[src/rtl/ifu_pkg.sv]
// Shared state encoding and default parameters for the instruction fetch unit.
package ifu_pkg;
    typedef enum logic [1:0] {
        IDLE = 2'd0,
        LOAD = 2'd1,
        RUN  = 2'd2,
        HALT = 2'd3
    } ifu_state_e;

    localparam int         IFU_ADDR_W     = 8;
    localparam int         IFU_INSTR_W    = 8;
    localparam int         IFU_DEPTH      = 256;
    localparam int         IFU_FIFO_DEPTH = 2;
    localparam logic [3:0] IFU_HALT_OP    = 4'b1111;
endpackage

[src/rtl/ifu_fifo.sv]
// Synchronous prefetch FIFO; flush empties it in one cycle and head shows the oldest entry.
module ifu_fifo #(
    parameter int W     = 16,
    parameter int DEPTH = 2
) (
    input  logic                       clk,
    input  logic                       rst,
    input  logic                       flush,
    input  logic                       push,
    input  logic [W-1:0]               push_data,
    input  logic                       pop,
    output logic [W-1:0]               head,
    output logic                       empty,
    output logic [$clog2(DEPTH+1)-1:0] count
);
    localparam int                 PTR_W    = (DEPTH > 1) ? $clog2(DEPTH) : 1;
    localparam int                 CNT_W    = $clog2(DEPTH + 1);
    localparam logic [PTR_W-1:0]   PTR_LAST = PTR_W'(DEPTH - 1);
    localparam logic [CNT_W-1:0]   CNT_FULL = CNT_W'(DEPTH);

    logic [W-1:0]     buf_q [DEPTH];
    logic [PTR_W-1:0] wr_ptr;
    logic [PTR_W-1:0] rd_ptr;
    logic             do_push;
    logic             do_pop;

    assign empty   = (count == '0);
    assign head    = buf_q[rd_ptr];
    assign do_pop  = pop && !empty;
    // A push into a full buffer is accepted only when a pop frees a slot in the same cycle.
    assign do_push = push && ((count != CNT_FULL) || do_pop);

    always_ff @(posedge clk) begin
        if (do_push)
            buf_q[wr_ptr] <= push_data;
    end

    always_ff @(posedge clk) begin
        if (rst || flush) begin
            wr_ptr <= '0;
            rd_ptr <= '0;
            count  <= '0;
        end else begin
            if (do_push)
                wr_ptr <= (wr_ptr == PTR_LAST) ? '0 : wr_ptr + 1'b1;
            if (do_pop)
                rd_ptr <= (rd_ptr == PTR_LAST) ? '0 : rd_ptr + 1'b1;
            case ({do_push, do_pop})
                2'b10:   count <= count + 1'b1;
                2'b01:   count <= count - 1'b1;
                default: count <= count;
            endcase
        end
    end
endmodule

[src/rtl/instruction_fetch_unit.sv]
// Instruction fetch unit: loadable program memory, prefetch FIFO and an IDLE/LOAD/RUN/HALT FSM.
module instruction_fetch_unit
    import ifu_pkg::*;
#(
    parameter int         ADDR_W     = IFU_ADDR_W,
    parameter int         INSTR_W    = IFU_INSTR_W,
    parameter int         DEPTH      = IFU_DEPTH,
    parameter int         FIFO_DEPTH = IFU_FIFO_DEPTH,
    parameter logic [3:0] HALT_OP    = IFU_HALT_OP
) (
    input  logic               CLK,
    input  logic               CLB,
    input  logic               load_en,
    input  logic               load_we,
    input  logic [ADDR_W-1:0]  load_addr,
    input  logic [INSTR_W-1:0] load_data,
    input  logic               start,
    input  logic [ADDR_W-1:0]  start_addr,
    input  logic               redirect_valid,
    input  logic [ADDR_W-1:0]  redirect_addr,
    output logic               instr_valid,
    input  logic               instr_ready,
    output logic [INSTR_W-1:0] instr_data,
    output logic [ADDR_W-1:0]  instr_pc,
    output logic               halted,
    output logic               busy,
    output logic [1:0]         state_dbg
);
    localparam logic [1:0]        ST_IDLE   = IDLE;
    localparam logic [1:0]        ST_LOAD   = LOAD;
    localparam logic [1:0]        ST_RUN    = RUN;
    localparam logic [1:0]        ST_HALT   = HALT;
    localparam int                IDX_W     = (DEPTH > 1) ? $clog2(DEPTH) : 1;
    localparam int                CNT_W     = $clog2(FIFO_DEPTH + 1);
    localparam int                ENT_W     = ADDR_W + INSTR_W;
    localparam logic [ADDR_W-1:0] PC_LAST   = ADDR_W'(DEPTH - 1);
    localparam logic [ADDR_W:0]   DEPTH_LIM = (ADDR_W + 1)'(DEPTH);
    localparam logic [CNT_W:0]    FIFO_LIM  = (CNT_W + 1)'(FIFO_DEPTH);

    logic [INSTR_W-1:0] mem [DEPTH];
    logic [1:0]         state;
    logic [ADDR_W-1:0]  fetch_pc;
    logic               rd_valid;
    logic [ADDR_W-1:0]  rd_pc;
    logic [INSTR_W-1:0] rd_data;
    logic [ENT_W-1:0]   head;
    logic [ADDR_W-1:0]  head_pc;
    logic [INSTR_W-1:0] head_data;
    logic               fifo_empty;
    logic [CNT_W-1:0]   fifo_count;
    logic [CNT_W:0]     occ;
    logic               in_run;
    logic               handshake;
    logic               halt_hs;
    logic               redir;
    logic               flush;
    logic               issue;

    // instr_valid/instr_ready: a transfer happens on a rising edge where both are high; while
    // valid is high and ready is low, data and pc hold. Valid never drops without a transfer
    // except on redirect, halt or reset.
    assign in_run      = (state == ST_RUN);
    assign {head_pc, head_data} = head;
    assign instr_valid = in_run && !fifo_empty;
    assign instr_pc    = instr_valid ? head_pc : '0;
    assign instr_data  = instr_valid ? head_data : '0;
    assign handshake   = instr_valid && instr_ready;
    assign halt_hs     = handshake && (head_data[INSTR_W-1 -: 4] == HALT_OP);
    assign redir       = in_run && redirect_valid;
    assign flush       = halt_hs || redir;

    // Occupancy counts the entry leaving this cycle as gone so a full-rate stream never gaps.
    assign occ   = {1'b0, fifo_count} + {{CNT_W{1'b0}}, rd_valid} - {{CNT_W{1'b0}}, handshake};
    assign issue = in_run && !flush && (occ < FIFO_LIM);

    assign busy      = in_run;
    assign halted    = (state == ST_HALT);
    assign state_dbg = state;

    always_ff @(posedge CLK) begin
        if (!CLB && (state == ST_LOAD) && load_we && ({1'b0, load_addr} < DEPTH_LIM))
            mem[load_addr[IDX_W-1:0]] <= load_data;
        if (issue)
            rd_data <= mem[fetch_pc[IDX_W-1:0]];
    end

    always_ff @(posedge CLK) begin
        if (CLB) begin
            state    <= ST_IDLE;
            fetch_pc <= '0;
            rd_valid <= 1'b0;
            rd_pc    <= '0;
        end else begin
            rd_valid <= issue;
            if (issue) begin
                rd_pc    <= fetch_pc;
                fetch_pc <= (fetch_pc == PC_LAST) ? '0 : fetch_pc + 1'b1;
            end
            case (state)
                ST_IDLE, ST_HALT: begin
                    if (load_en) begin
                        state <= ST_LOAD;
                    end else if (start) begin
                        state    <= ST_RUN;
                        fetch_pc <= start_addr;
                    end
                end
                ST_LOAD: begin
                    if (!load_en)
                        state <= ST_IDLE;
                end
                ST_RUN: begin
                    if (halt_hs)
                        state <= ST_HALT;
                    else if (redir)
                        fetch_pc <= redirect_addr;
                end
                default: state <= ST_IDLE;
            endcase
        end
    end

    ifu_fifo #(
        .W     (ENT_W),
        .DEPTH (FIFO_DEPTH)
    ) u_fifo (
        .clk       (CLK),
        .rst       (CLB),
        .flush     (flush),
        .push      (rd_valid),
        .push_data ({rd_pc, rd_data}),
        .pop       (handshake),
        .head      (head),
        .empty     (fifo_empty),
        .count     (fifo_count)
    );
endmodule
[config.mk]
export PLATFORM = sky130hd
export DESIGN_NAME = instruction_fetch_unit
export DESIGN_NICKNAME = d
export VERILOG_FILES = /design/src/rtl/ifu_pkg.sv /design/src/rtl/ifu_fifo.sv /design/src/rtl/instruction_fetch_unit.sv
export SDC_FILE = /design/constraint.sdc
export NUM_CORES = 2
export LEC_CHECK = 0
export CAP_MARGIN = 30
export CORE_ASPECT_RATIO = 0.75
export CORE_MARGIN = 5
export CORE_UTILIZATION = 59
export CTS_BUF_LIST = sky130_fd_sc_hd__clkbuf_2 sky130_fd_sc_hd__clkbuf_4 sky130_fd_sc_hd__clkbuf_8
export DETAILED_ROUTE_END_ITERATION = 7
export PLACE_DENSITY = 0.81
export SLEW_MARGIN = 20
export SYNTH_ARGS = -nofsm -noshare
export SYNTH_HDL_FRONTEND = slang
export SYNTH_SLANG_ARGS = --single-unit
[constraint.sdc]
create_clock -name CLK -period 9 [get_ports CLK]
set_input_delay 1.35 -clock CLK [delete_from_list [all_inputs] [get_ports CLK]]
set_output_delay 1.35 -clock CLK [all_outputs]
set_load 0.05 [all_outputs]
==> implementation parameters <==
Parameter                              Value

Routing
  Via/cell ratio ... 6.86
  Number of remaining DRC errors ... 2
  Vias ... 42200
  Drt initial violations ... 7518
  Pre-antenna DRT Iters ... 8
  Avg WL per Cell ... 33.3 um
  Post-detailed-routing wire length ... 205000 um
  Detail Route Antenna Nets ... 0

Placement
  Half-perimeter wire length of the detailed placement result ... 124000 um
  Routability-driven placement congestion ratio ... 0.907
  Pre-CTS setup slack ... 3.79 ns
  Port buffer count ... 59
  Placed cell areas ... 84800 sq um

Clock tree
  Hold_buf cts ... 0
  Level count of the clock H-tree ... 5
  CTS Sinks ... 2112
  Library cell used as clock root buffer ... sky130_fd_sc_hd__clkbuf_8
  Resize count post-CTS ... 0
  TritonCTS clock tree ... built
  Post-CTS setup buffer count ... 0
  Maximum count of clock buffers along a single path ... 4
  Clock network latency to the later pin of the worst-skew pair ... 1.00 ns
  CTS buffer count ... 307
  Reg clk slew, reported paths ... 0.07 ns

Cells and area
  Final std cell area, no fill ... 90500 sq um
  Leading cell types in the layout, fill and taps excluded ... sky130_fd_sc_hd__edfxtp_1 (2088), sky130_fd_sc_hd__mux4_2 (541), sky130_fd_sc_hd__nor2_1 (322)
  Total number of nets in the final design ... 4120
  Most common cell after layout, fill and taps aside ... sky130_fd_sc_hd__edfxtp_1
  Signed area change from the synthesized netlist to the final layout ... 10.0%
  Share of the core filled with cells in the final layout ... 65.4%
  Fraction of layout instances using a drive strength above 1 ... 26.1%

Logic synthesis
  Dominant combinational cell family by area after synthesis ... multiplexers
  Post-synth EDFFs ... 2088
  Post-synthesis share of cell area spent on and, or, nand and nor gates ... 2.77%
  Number of cells produced by synthesis ... 3836
  Sequential-to-total area share from yosys stat ... 76.8%
  Ys async rst share ... 0%
  Syn_area_per_cell ... 21.4 sq um
  Post-Syn Nets ... 3883
  Fraction of synthesized area in multiplexers ... 16.6%
  Seq cells post-synth ... 2112
  Count of cell types in the netlist ... 69
  Synthesized-area fraction occupied by adder cells ... 0.131%
  Warnings from Yosys ... 0
  Synth Area in XOR/XNOR ... 0.0958%
  Post-synth top flop ... sky130_fd_sc_hd__edfxtp_1
  Compound-Gate Fraction of Synth Area ... 2.16%
  Cell Area, Synth ... 82300 sq um

Power
  Pwr Density ... 247 nW/um^2
  VDD IR max ... 0.181 mV
  Static leakage power ... 0.0270 uW
  Overall power of the completed layout ... 22300 uW

Floorplanning
  Chip height ... 333 um
  Row Count ... 118
  Die Span X ... 441 um
  Die ar. ... 147000 sq um
  Starting density of the core ... 59.5%
  Placeable core region ... 138000 sq um
  I/O pin cnt ... 60

Timing
  Final setup violation count ... 0
  RSZ-0062 raised after global routing ... no
  TNS Setup ... 0 ns
  Number of pins exceeding their max-slew limit in the final report ... 0
  Clock Skews ... 0.0548 ns
  Slew of the pin with the lowest slew margin ... 1.17 ns
  Time the worst path needs with I/O delays and setup ... 5.05 ns
  Hold violation total from the final report ... 0
  Fin worst setup slack ... 3.95 ns
  Share of the clock period used by the worst path after layout ... 56.1%
  Headroom to the max-slew limit ... 21.5%
  Fmax achieved ... 198 MHz

Setup path
  Maximum net fanout on the critical path ... 71
  Startpoint Class ... flop
  Worst Path Arrival ... 5.75 ns
  Setup crit end kind ... flop
  Worst setup path category ... reg -> reg
  Critical path required time ... 9.70 ns

Status
  Result of the run ... finished, violations left
  Violated checks ... DRC

Global route
  Number of antenna violations at the first check in global routing ... 12
  GRT Util Overall ... 28.0%
  Remaining global-route overflow ... 0
  Pin count of the biggest net entering global routing ... 188
  Number of global-route vias before repair ... 41400
  First-pass GRT wire length ... 295000 um

Min path
  Worst min path class ... reg -> reg

Job
  Max-cap violation count ... 0
==> worst paths after layout <==
kind / startpoint / to / slack, ns / depth (start not counted)
worst max-delay path: fetch_pc[1] / rd_data[5] / 3.95 / 8
worst min-delay path: rd_pc[2] / u_fifo.buf_q[0][10] / 0.46 / 0
worst max register to register: fetch_pc[1] / rd_data[5] / 3.95 / 8
worst min register to register: rd_pc[2] / u_fifo.buf_q[0][10] / 0.46 / 0
==> logic make-up (layout without fill, tap and decap cells) <==
family / after synthesis / in the layout
DFF: 2112 / 2112
other: 0 / 6
buffers and inverters: 236 / 686
adders and majority gates: 8 / 8
and+or+nand+nor: 536 / 536
AOI/OAI and AO/OA: 252 / 252
muxes: 683 / 683
xor gates and xnor gates: 9 / 9
==> Yosys cell counts, types with 8 or more instances <==
master                        n  area, sq um
sky130_fd_sc_hd__a22oi_1     42          315
sky130_fd_sc_hd__nand2_1    103          387
sky130_fd_sc_hd__a21oi_1     53          265
sky130_fd_sc_hd__nand3_1     26          130
sky130_fd_sc_hd__nor2b_1     26          163
sky130_fd_sc_hd__a221oi_1    20          175
sky130_fd_sc_hd__o21ai_0     29          145
sky130_fd_sc_hd__buf_2       68          340
sky130_fd_sc_hd__buf_1       21         78.8
sky130_fd_sc_hd__a211oi_1    21          158
sky130_fd_sc_hd__edfxtp_1  2088        62700
sky130_fd_sc_hd__o22ai_1     12         75.1
sky130_fd_sc_hd__mux4_2     541        12200
sky130_fd_sc_hd__inv_1       11         41.3
sky130_fd_sc_hd__a22o_1      16          140
sky130_fd_sc_hd__mux2i_1    130         1300
sky130_fd_sc_hd__dfxtp_1     24          480
sky130_fd_sc_hd__buf_6       16          180
sky130_fd_sc_hd__nand4_1      8         50.1
sky130_fd_sc_hd__nor3_1       8         40.0
sky130_fd_sc_hd__nor2_1     322         1210
sky130_fd_sc_hd__clkbuf_1    88          330
sky130_fd_sc_hd__o211ai_1     9         67.6
sky130_fd_sc_hd__mux2_2      12          135
sky130_fd_sc_hd__buf_4       29          218
==> state kept, by name, summed over array words and instances, names as in the netlist, named ones only <==
signal / count
u_fifo.wr_ptr: 1
rd_pc: 8
state_dbg: 2
mem: 2048
rd_data: 8
u_fifo.buf_q: 32
u_fifo.rd_ptr: 1
fetch_pc: 8
rd_valid: 1
u_fifo.count: 2
==> worst max-delay path, cell delays in order (launching register included) <==
cell and delay, ns:
sky130_fd_sc_hd__dfxtp_4 0.74, sky130_fd_sc_hd__buf_12 0.41, sky130_fd_sc_hd__buf_4 0.80, sky130_fd_sc_hd__mux4_2 0.45
sky130_fd_sc_hd__mux4_2 0.53, sky130_fd_sc_hd__mux2_2 0.31, sky130_fd_sc_hd__a22oi_1 0.47, sky130_fd_sc_hd__nor4b_1 0.68
sky130_fd_sc_hd__nor4_1 0.18
==> per-stage QoR <==
stage / hold WS, ns / cells
after floorplan: 0.421 / 3836
after global placement: 0.428 / 5612
after detailed placement: 0.450 / 5615
after CTS: 0.455 / 6137
after global routing: 0.472 / 6149
final: 0.464 / 6152
==> routing by layer <==
| layer | track usage, % | wire length [um] | vias to the layer above |
|---|---|---|---|
| li1 | - | - | 16500 |
| met1 | 42.2 | 75300 | 21600 |
| met2 | 39.1 | 90300 | 3597 |
| met3 | 9.93 | 32700 | 473 |
| met4 | 9.15 | 6720 | 6 |
| met5 | 0 | 45 | - |
==> cell type report <==
cell class	count	area, sq um
Sequential cell	2112	63200
Fill cell	8413	47800
Multi-Input combinational cell	1488	17900
Clock buffer	411	5030
Tap cell	1860	2330
Timing Repair Buffer	151	1460
Clock inverter	111	571
Inverter	13	51.3
Antenna cell	6	15.0
==> report_power, final <==
part	internal (uW)	switching [uW]	leakage [uW]
clock	3710	3520	0.00297
combinational	1700	2450	0.00511
sequential	10900	108	0.0190
total	16300	6070	0.0270
Note: power is estimated with default switching activity, not from simulation.
==> RTL edit (same settings) <==
Put one more register stage on the output `state_dbg`. The value now appears one clock later. The other outputs are not delayed to match.
--- a/src/rtl/instruction_fetch_unit.sv
+++ b/src/rtl/instruction_fetch_unit.sv
@@ -75,7 +75,9 @@
 
     assign busy      = in_run;
     assign halted    = (state == ST_HALT);
-    assign state_dbg = state;
+    always_ff @(posedge CLK) begin
+        state_dbg <= state;
+    end
 
     always_ff @(posedge CLK) begin
         if (!CLB && (state == ST_LOAD) && load_we && ({1'b0, load_addr} < DEPTH_LIM))
Function: changed (a bounded check fails within 4 cycles, from zero or initial values).
==> RTL edit against the original RTL <==
Combinational power is 14% higher; setup slack better by 0.22 ns; sequential cell count is 2 higher; critical path depth stayed put; via count is 3.3% higher; power is 3.3% higher; fmax is 4.5% higher; area after synthesis is 1.2% higher; design area is 0.70% higher; utilization is 0.44 points lower; routed wire length is 1.5% higher.
==> RTL edit: results (changes against the original RTL) <==
Syn. warnings: 0 (unchanged)
Worst Clk Skew: 0.0697 ns (was 0.0548 ns)
Arrival time worst endpoint: 5.53 ns (was 5.75 ns)
Initial antenna violation count: 8 (was 12)
Top post-synthesis cells by count: 2,088 x edfxtp_1, 421 x mux4_2, 342 x nor2_1 (was 2,088 x edfxtp_1, 541 x mux4_2, 322 x nor2_1)
Synth Instances: 4,089 (was 3,836)
Xor and xnor area share after synthesis: 0.0947% (was 0.0958%)
First-pass GRT wire length: 301 mm (was 295 mm)
# nets final: 4,369 (was 4,120)
Post-synth top flop: edfxtp_1 (unchanged)
RePlAce Congestion: 0.873 (was 0.907)
Synth area leaders: edfxtp_1 75%, mux4_2 11%, mux2i_1 2.8%, nor2_1 1.5%, mux4_1 0.85% (was edfxtp_1 76%, mux4_2 15%, mux2i_1 1.6%, nor2_1 1.5%, dfxtp_1 0.58%)
Vias/cell: 6.80 (was 6.86)
Met3 Use GR: 11.2% (was 9.93%)
Mux contribution to synthesized area: 15.3% (was 16.6%)
Met2 usage: 39.6% (was 39.1%)
Largest net degree at the start of global routing: 153 (was 188)
Total detailed-routing wirelength: 208 mm (was 205 mm)
Sequential cell area fraction in the yosys report: 75.9% (was 76.8%)
Worst VDD drop: 0.242 mV (was 0.181 mV)
Cell-internal power: 16.5 mW (was 16.3 mW)
Compound-Gate Fraction of Synth Area: 3.10% (was 2.16%)
Syn nets: 4,136 (was 3,883)
Post-detail-place hpwl: 124 mm (about the same)
Adder-Cell Fraction of Synth Area: 0.129% (was 0.131%)
Leakage power: 27.8 nW (was 27.0 nW)
Cell variety after synth: 79 (was 69)
Cells after DPL: 5,869 (was 5,615)
All-Layer GR Usage: 28.0% (about the same)
1st-iter DRT viols: 7,093 (was 7,518)
Vias in the first global route: 43,100 (was 41,400)
Met1 track demand over resource: 39.7% (was 42.2%)
Share of cells above drive strength 1: 22.8% (was 26.1%)
CTS buffer count: 314 (was 307)
Slew @ Worst Pin: 1.04 ns (was 1.17 ns)
Worst skew pair latency: 1.00 ns (about the same)
Via Count: 43,600 (was 42,200)
Run status: complete, no violations (was complete, but fails checks)
CP Max Fanout: 33 (was 71)
-- RTL edit: worst paths after layout --
kind	end	depth (start not counted)	start	slack, ns
setup reg to reg	rd_data[0]$_DFFE_PN_	8	fetch_pc[2]$_SDFF_PP0_	4.17
hold / removal	state_dbg[1]$_DFF_P_	0	state[1]$_SDFFE_PP0P_	0.42
hold reg to reg	state_dbg[1]$_DFF_P_	0	state[1]$_SDFFE_PP0P_	0.42
setup / recovery	rd_data[0]$_DFFE_PN_	8	fetch_pc[2]$_SDFF_PP0_	4.17
-- RTL edit: logic make-up (layout without fill, tap and decap cells) --
family | count (synthesis) | after routing
buffers and inverters | 260 | 706
muxes | 701 | 701
xor gates and xnor gates | 9 | 9
other | 0 | 6
adders and majority gates | 8 | 8
and+or+nand+nor | 638 | 638
AOI/OAI and AO/OA | 359 | 359
DFF | 2114 | 2114
-- RTL edit: power by group through the flow --
stage                     sequential [mW]  clock (mW)  combinational (mW)
after floorplan                      11.1           0                3.30
after global placement               11.2           0                4.52
after detailed placement             11.2           0                4.59
after CTS                            11.0        7.39                4.62
after global routing                 11.0        7.91                4.89
final                                11.0        7.35                4.73
-- RTL edit: metrics by stage --
stage	hold slack (ns)	cell area, um2	worst slack (ns)	power (mW)
after floorplan	0.382	83300	4.94	14.4
after global placement	0.404	85200	3.64	15.7
after detailed placement	0.407	85300	3.48	15.8
after CTS	0.417	91000	4.28	23.0
after global routing	0.438	91100	4.15	23.8
final	0.418	91200	4.17	23.1
-- RTL edit: cell type report --
type / count / area (um2)
well taps: 1875 / 2350
inverters: 19 / 76.3
repair buffers: 158 / 1520
clock buffers: 421 / 5170
diodes: 6 / 15.0
clock inverters: 108 / 554
flip-flops and latches: 2114 / 63200
fillers: 8789 / 49100
multi-input cells: 1715 / 18200
-- RTL edit: critical path, stage by stage, from the launching register on --
cell	delay, ns
dfxtp_4	0.77
buf_4	0.53
and2_2	0.68
buf_4	0.47
a21oi_1	0.14
a2111oi_1	0.81
o31ai_1	0.19
a221oi_1	0.72
nor4b_2	0.16
-- RTL edit: routing by layer --
metal	wire (um)	vias to the layer above
li1	-	17300
met1	74900	22100
met2	91100	3618
met3	33600	592
met4	8460	4
met5	61	-
